$ cat src/rtl/post_mux_pkg.sv
// Shared types for the post-mux index sequencer: FSM state encoding and
// the run-mode encoding used when the wrap feature is built in.
package post_mux_pkg;

  typedef enum logic [1:0] {
    IDLE = 2'd0,
    RUN  = 2'd1,
    DONE = 2'd2
  } post_mux_seq_state_t;

  localparam logic PM_MODE_ONESHOT = 1'b0;
  localparam logic PM_MODE_WRAP    = 1'b1;

endpackage

$ cat src/rtl/post_mux_sequencer.sv
// Post-mux select sequencer: walks out_counter from START to a run-time last
// index in STEP increments. Define POST_MUX_SEQ_WRAP_EN for wrap mode + wrap_count.
module post_mux_sequencer
  import post_mux_pkg::*;
#(
  parameter int WIDTH  = 7,
  parameter int START  = 1,
  parameter int STEP   = 1,
  parameter int WRAP_W = 8
) (
  input  logic              clk,
  input  logic              reset,
  input  logic              start,
  input  logic              enable,
  input  logic              abort,
  input  logic [WIDTH-1:0]  cfg_last,
`ifdef POST_MUX_SEQ_WRAP_EN
  input  logic              mode,
  output logic [WRAP_W-1:0] wrap_count,
`endif
  output logic [WIDTH-1:0]  out_counter,
  output logic              busy,
  output logic              finished,
  output logic              done
);

  localparam logic [WIDTH-1:0] START_V = WIDTH'(START);
  localparam logic [WIDTH:0]   STEP_V  = (WIDTH+1)'(STEP);

  post_mux_seq_state_t r_state;
  logic [WIDTH-1:0]    r_cnt;
  logic [WIDTH-1:0]    r_last;
  logic                r_busy;
  logic                r_fin;
  logic                r_done;

  logic [WIDTH:0]      w_sum;
  logic [WIDTH-1:0]    w_next;
  logic [WIDTH-1:0]    w_cfg_last;

`ifdef POST_MUX_SEQ_WRAP_EN
  logic                r_mode;
  logic [WRAP_W-1:0]   r_wrap;
`else
  // WRAP_W only sizes the wrap counter; nothing to build without the feature.
  if (WRAP_W > 0) begin : g_no_wrap
  end
`endif

  // One extra bit on the sum so the clamp sees overflow past 2^WIDTH.
  assign w_sum      = {1'b0, r_cnt} + STEP_V;
  assign w_next     = (w_sum > {1'b0, r_last}) ? r_last : w_sum[WIDTH-1:0];
  assign w_cfg_last = (cfg_last < START_V) ? START_V : cfg_last;

  always_ff @(posedge clk or posedge reset) begin
    if (reset) begin
      r_state <= IDLE;
      r_cnt   <= START_V;
      r_last  <= START_V;
      r_busy  <= 1'b0;
      r_fin   <= 1'b0;
      r_done  <= 1'b0;
`ifdef POST_MUX_SEQ_WRAP_EN
      r_mode  <= PM_MODE_ONESHOT;
      r_wrap  <= '0;
`endif
    end else begin
      r_done <= 1'b0;
      if (abort) begin
        r_state <= IDLE;
        r_cnt   <= START_V;
        r_busy  <= 1'b0;
        r_fin   <= 1'b0;
      end else begin
        case (r_state)
          IDLE, DONE: begin
            if (start) begin
              r_state <= RUN;
              r_cnt   <= START_V;
              r_last  <= w_cfg_last;
              r_busy  <= 1'b1;
              r_fin   <= 1'b0;
`ifdef POST_MUX_SEQ_WRAP_EN
              r_mode  <= mode;
              r_wrap  <= '0;
`endif
            end
          end
          RUN: begin
            if (enable) begin
              if (r_cnt != r_last) begin
                r_cnt <= w_next;
`ifdef POST_MUX_SEQ_WRAP_EN
              end else if (r_mode == PM_MODE_WRAP) begin
                r_cnt  <= START_V;
                r_done <= 1'b1;
                if (r_wrap != '1) r_wrap <= r_wrap + 1'b1;
`endif
              end else begin
                r_state <= DONE;
                r_busy  <= 1'b0;
                r_fin   <= 1'b1;
                r_done  <= 1'b1;
              end
            end
          end
          default: begin
            r_state <= IDLE;
            r_busy  <= 1'b0;
          end
        endcase
      end
    end
  end

  assign out_counter = r_cnt;
  assign busy        = r_busy;
  assign finished    = r_fin;
  assign done        = r_done;
`ifdef POST_MUX_SEQ_WRAP_EN
  assign wrap_count  = r_wrap;
`endif

endmodule

$ cat config.mk
export PLATFORM = sky130hd
export DESIGN_NAME = post_mux_sequencer
export DESIGN_NICKNAME = d
export VERILOG_FILES = /design/src/rtl/post_mux_pkg.sv /design/src/rtl/post_mux_sequencer.sv
export SDC_FILE = /design/constraint.sdc
export NUM_CORES = 1
export LEC_CHECK = 0
export ABC_AREA = 1
export CORE_ASPECT_RATIO = 0.5
export CORE_MARGIN = 1
export CORE_UTILIZATION = 45
export DETAILED_ROUTE_END_ITERATION = 8
export PLACE_DENSITY = 0.72
export SLEW_MARGIN = 30
export SYNTH_ARGS = -nofsm -noshare
export SYNTH_HDL_FRONTEND = slang
export SYNTH_SLANG_ARGS = --single-unit
$ cat constraint.sdc
create_clock -name clk -period 3.9 [get_ports clk]
set_input_delay 0.39 -clock clk [delete_from_list [all_inputs] [get_ports clk]]
set_output_delay 0.39 -clock clk [all_outputs]
set_load 0.05 [all_outputs]
* After elaboration in Yosys (flattened, before gate mapping)
Cells that the tools add are included.
** Word-level totals
- Output and inout bits :: 10
- Bits of input ports :: 12
- Register bits :: 19
- Word-level logic and storage cells :: 50
** Operators by class
- Add/subtract/negate cells :: 1
- Equality and inequality tests :: 7
- Reductions and logical operators :: 7
- Bitwise gates (word level) :: 1
- $lt $le $gt $ge :: 2
- Mux-type cells :: 26
** Operators by type and width (number)
- $mux W7 :: 6
- $pmux W7 S2 :: 1
- $mux W1 :: 12
- $ne A3 B3 Y1 const B :: 4
- $add A7 B1 Y8 const B :: 1
- $gt A8 B7 Y1 :: 1
- $mux W2 :: 4
- $reduce_and A4 Y1 :: 2
- $lt A7 B1 Y1 const B :: 1
- $ne A7 B7 Y1 :: 1
- $reduce_and A3 Y1 :: 2
- $pmux W1 S2 :: 2
- $pmux W2 S2 :: 1
- $reduce_bool A3 Y1 :: 1
- $eq A2 B1 Y1 const B :: 1
- $eq A2 B2 Y1 const B :: 1
- $logic_not A2 Y1 :: 1
- $reduce_or A2 Y1 :: 1
- $not A1 Y1 :: 1

* Logic depth before layout (Yosys ltp)
- Word-level depth :: 7
- Mapped depth :: 17
- Mapped depth without buffers :: 17

* Worst setup path after synthesis
No wires, ideal clock.
- Path type :: reg-to-reg
- Start point :: register r_cnt[1] (netlist: out_counter[1])
- End point :: register r_cnt[4] (netlist: out_counter[4])
- Period minus slack after synthesis :: 2.559 ns
- Buffers on the path :: 0
- Library setup time :: 0.122 ns
- Stages on the path, launching flop included :: 15
- Setup slack :: 1.341 ns
- Required time :: 3.778 ns
- Arrival time :: 2.437 ns
- Cell sequence :: dfrtp_1 -> ha_1 -> nand2_1 -> inv_1 -> nand3_1 -> xor2_1 -> inv_1 -> ha_1 -> nand3_1 -> nor3_2 -> o21ai_4 -> nand2_4 -> nand2_1 -> nand3_1 -> o21ai_1
** On the way
- Cells in the longest elaborated chain, start to end :: 7
- Elaborated cells on any way between the ends :: 10
- Those cells by class :: 1 x add/sub; 1 x order compare; 2 x eq/ne; 5 x mux; 1 x reduce/logical
** RTL lines
- start: declaration :: line post_mux_sequencer.sv:31 : logic [WIDTH-1:0] r_cnt;
- start signal: assignment :: line post_mux_sequencer.sv:92 : r_cnt <= w_next;
- $add A7 B1 Y8 :: line post_mux_sequencer.sv:51 : assign w_sum = {1'b0, r_cnt} + STEP_V;
- $gt A8 B7 Y1 :: line post_mux_sequencer.sv:52 : assign w_next = (w_sum > {1'b0, r_last}) ? r_last : w_sum[WIDTH-1:0];
- $mux W7 :: line post_mux_sequencer.sv:52
- $mux W7 :: line post_mux_sequencer.sv:91 : if (r_cnt != r_last) begin
- $mux W7 :: line post_mux_sequencer.sv:90 : if (enable) begin
- $pmux W7 S2 :: line post_mux_sequencer.sv:75 : case (r_state)
- $mux W7 :: line post_mux_sequencer.sv:69 : if (abort) begin
Several ways; a longest one is shown, not always the timed one. The select of a mux whose other input is x is not followed.
A chain may end at the register's enable or synchronous reset.

* Worst setup path after layout
- Start point :: register r_cnt[0] (netlist: out_counter[0])
- End point :: register r_cnt[3] (netlist: out_counter[3])
Same word-level chain as after synthesis.

==> run metrics <==
result of the run=complete, no violations; number of failing setup endpoints in the final timing report=0; maximum clock rate=390 MHz; H-tree lvl count=1; number of antenna cells inserted=0; number of failing hold endpoints at the final stage=0; die area=3220 µm²; cells taking the most area after synthesis=sky130_fd_sc_hd__dfrtp_1, sky130_fd_sc_hd__nand2_1, sky130_fd_sc_hd__inv_1; top cell type's share of synthesized area=0.298; Min-Delay Endpoint=finished; Hold Worst Slack=0.498 ns; worst hold path startpoint=finished; number of global-route vias before repair=1083; total clock sinks=18; Filler Cell Count=240; clock-pin slew reported for the worst setup and hold paths after clock tree synthesis=0.06 ns; area of the placeable core=2720 µm²; worst clock skew=~0.00057 ns; Max VDD drop=approximately 250 µV; maximum number of pins on one net before global-route repair=19; worst min path class=reg -> reg; crit-path max FO=8; Worst setup EP type=register; Post-Syn Area per Cell=about 7 µm²; cell type with the largest total area after synthesis=sky130_fd_sc_hd__dfrtp_1; CTS Root Buffer Type=sky130_fd_sc_hd__clkbuf_8; area of the mapped netlist=about 1300 µm²; number of cells traversed by the worst hold path=2; weighted congestion at the end of routability-driven global placement=slightly below 0.9; area delta synth->final=21.9%; routed vias=1250; final core utilization=0.602; cell count after placement=249; fraction of the yosys area taken by sequential cells=0.337; io pins=22; global-route wire length before repair=~4900 µm; R2R setup slack=1.34 ns; RSZ-0062 raised after global routing=false; Clock Path Buffers=2; aggregate negative setup slack=0 ns; estimated wirelength of the detail-placed design=2450 µm; average routed wire per standard cell=12.0 µm; final worst-path cycle share=0.657; overall die height=between 40 and 50 µm; critical path data arrival time=2.70 ns; TritonCTS clock tree=done; critical path buffer and inverter count=2; Crit Path Category=reg -> reg; largest stage delay on the critical path=approximately 0.59 ns; GRT Util Overall=0.212; cell area power density=about 620 nW/µm²; required time reported for the critical path endpoint=4.04 ns; Nets=about 240; CTS buffer count=3; remaining design rule violation count=0; Max Cap Violations=0; post-CTS sizing=0; routed via count divided by cell count=4.96; insertion delay of the later-clocked pin in the worst-skew pair=0.25 ns; launch point of the worst reg-to-reg path=out_counter[0]; first-pass iteration count of the detailed router=4; number of DRC markers in iteration 0=160; Worst slew margin=0.541; initial antenna violation count=0; Total Wirelength=3030 µm; leakage dissipation=0.885 nW; number of setup buffers added after CTS=0; synth warn=0; CP Depth=14; area of the multi-input gates=739 µm²; library cells used by synthesis=26; transition time at the pin with the least slew margin=0.688 ns; register bit count reported by yosys=18; Gate Count Post-Synth=192; Syn Nets=212; category of the worst setup path launch point=register; slowest cell on the critical path=sky130_fd_sc_hd__dfstp_2; library cell appearing most often on the critical path=sky130_fd_sc_hd__nand3_1; antenna-violating nets left=0; shortest clock period the worst path allows after layout=2.56 ns; effective utilization at floorplan=0.494; post-route total power=1.01 mW; layout cells sized above 1=0.112; hold-fix buffer count after cts=0; count of input and output buffers=21; gate family responsible for the most delay along the worst path=simple AND/OR/NAND/NOR gates; die width=79.2 µm; number of cell rows=13; worst-case reg-to-reg path depth=14; GR Overflow Total=0; Critical Path, Cell by Cell=ha_1, nand2_1, inv_1, nand3_1, xor2_1, inv_1, ha_1, nand3_1, nor3_2, o21ai_4, nand2_4, nand2_1, nand3_1, o21ai_1; FF+latch area=roughly 450 µm²; non-filler instance count after layout=~250; max-slew violation count=0; R2R Path End=out_counter[3]
[flip-flops by register name, summed over array words and instances (netlist names)]
register and count:
busy 1, done 1, finished 1, out_counter 7, r_last 7, r_state 1
[metrics by stage]
stage | cell area, µm² | worst slack [ns]
4_1_cts | 1640 | 1.38
6_report | 1640 | 1.34
5_1_grt | 1640 | 1.19
2_1_floorplan | 1340 | 1.34
3_3_place_gp | 1600 | 1.48
3_5_place_dp | 1600 | 1.39
[power breakdown]
| group | switching, mW | total (mW) | internal (mW) |
|---|---|---|---|
| sequential | 0.0530 | 0.290 | 0.237 |
| clock | 0.0569 | 0.125 | 0.0685 |
| combinational | 0.392 | 0.596 | 0.204 |
| total | 0.502 | 1.01 | 0.509 |
[cell usage after synthesis, drive strengths merged]
library cell   n
o31ai          1
a21oi          3
ha             8
nor3           2
inv           39
nor2          16
nand3         21
nor4           1
nand3b         2
xor2           3
dfrtp         16
nand2         58
or2            1
dfstp          2
clkbuf         1
o21ai         18
[layout make-up]
| class | instances | share of cell area |
|---|---|---|
| Multi-Input combinational cell | 134 | 0.452 |
| Inverter | 39 | 0.0894 |
| Timing Repair Buffer | 21 | 0.128 |
| Clock buffer | 3 | 0.0252 |
| Tap cell | 37 | 0.0283 |
| Sequential cell | 18 | 0.277 |
[placed cells by master, fill, tap and decap left out, types with 3 or more instances in the layout]
| master | instances |
|---|---|
| sky130_fd_sc_hd__dfrtp_1 | 16 |
| sky130_fd_sc_hd__o21ai_0 | 9 |
| sky130_fd_sc_hd__a21oi_1 | 3 |
| sky130_fd_sc_hd__nand2_4 | 3 |
| sky130_fd_sc_hd__nor2_1 | 14 |
| sky130_fd_sc_hd__xor2_1 | 3 |
| sky130_fd_sc_hd__nand2_1 | 52 |
| sky130_fd_sc_hd__nand2_2 | 3 |
| sky130_fd_sc_hd__inv_2 | 5 |
| sky130_fd_sc_hd__clkdlybuf4s50_1 | 21 |
| sky130_fd_sc_hd__ha_1 | 8 |
| sky130_fd_sc_hd__inv_1 | 34 |
| sky130_fd_sc_hd__o21ai_2 | 3 |
| sky130_fd_sc_hd__clkbuf_8 | 3 |
| sky130_fd_sc_hd__nand3_1 | 20 |
| sky130_fd_sc_hd__o21ai_1 | 5 |
[tightest hold or removal path: stages (launching register included)]
cell                      delay [ns]
sky130_fd_sc_hd__dfrtp_1        0.35
sky130_fd_sc_hd__nand2_1        0.06
sky130_fd_sc_hd__nand2_1        0.05
[how the worst max path moves through the flow]
| stage | startpoint | endpoint | slack (ns) |
|---|---|---|---|
| 3_5_place_dp | out_counter[0] | out_counter[3] | 1.39 |
| 6_report | out_counter[0] | out_counter[3] | 1.34 |
| 5_1_grt | out_counter[0] | out_counter[4] | 1.19 |
| 3_3_place_gp | out_counter[0] | out_counter[6] | 1.48 |
| 2_1_floorplan | out_counter[1] | out_counter[4] | 1.34 |
| 4_1_cts | out_counter[0] | out_counter[3] | 1.38 |
[logic make-up (layout without fill, tap and decap cells)]
logic type,count (synthesis),in the layout,synth area share
buffers and inverters,40,63,0.112
flip-flops,18,18,0.337
AO/OA/AOI/OAI,22,22,0.101
adder cells (fa/ha/maj),8,8,0.0746
XOR/XNOR,3,3,0.0196
AND/OR/NAND/NOR,101,101,0.356
[layer usage]
metal | wire length, µm | track usage | vias up
met4 | 6 | 0.0409 | 0
met2 | 1250 | 0.366 | 51
met5 | 0 | 0 | -
li1 | - | - | 649
met3 | 221 | 0.0467 | 2
met1 | 1550 | 0.284 | 548
Note: power is estimated with default switching activity, not from simulation.
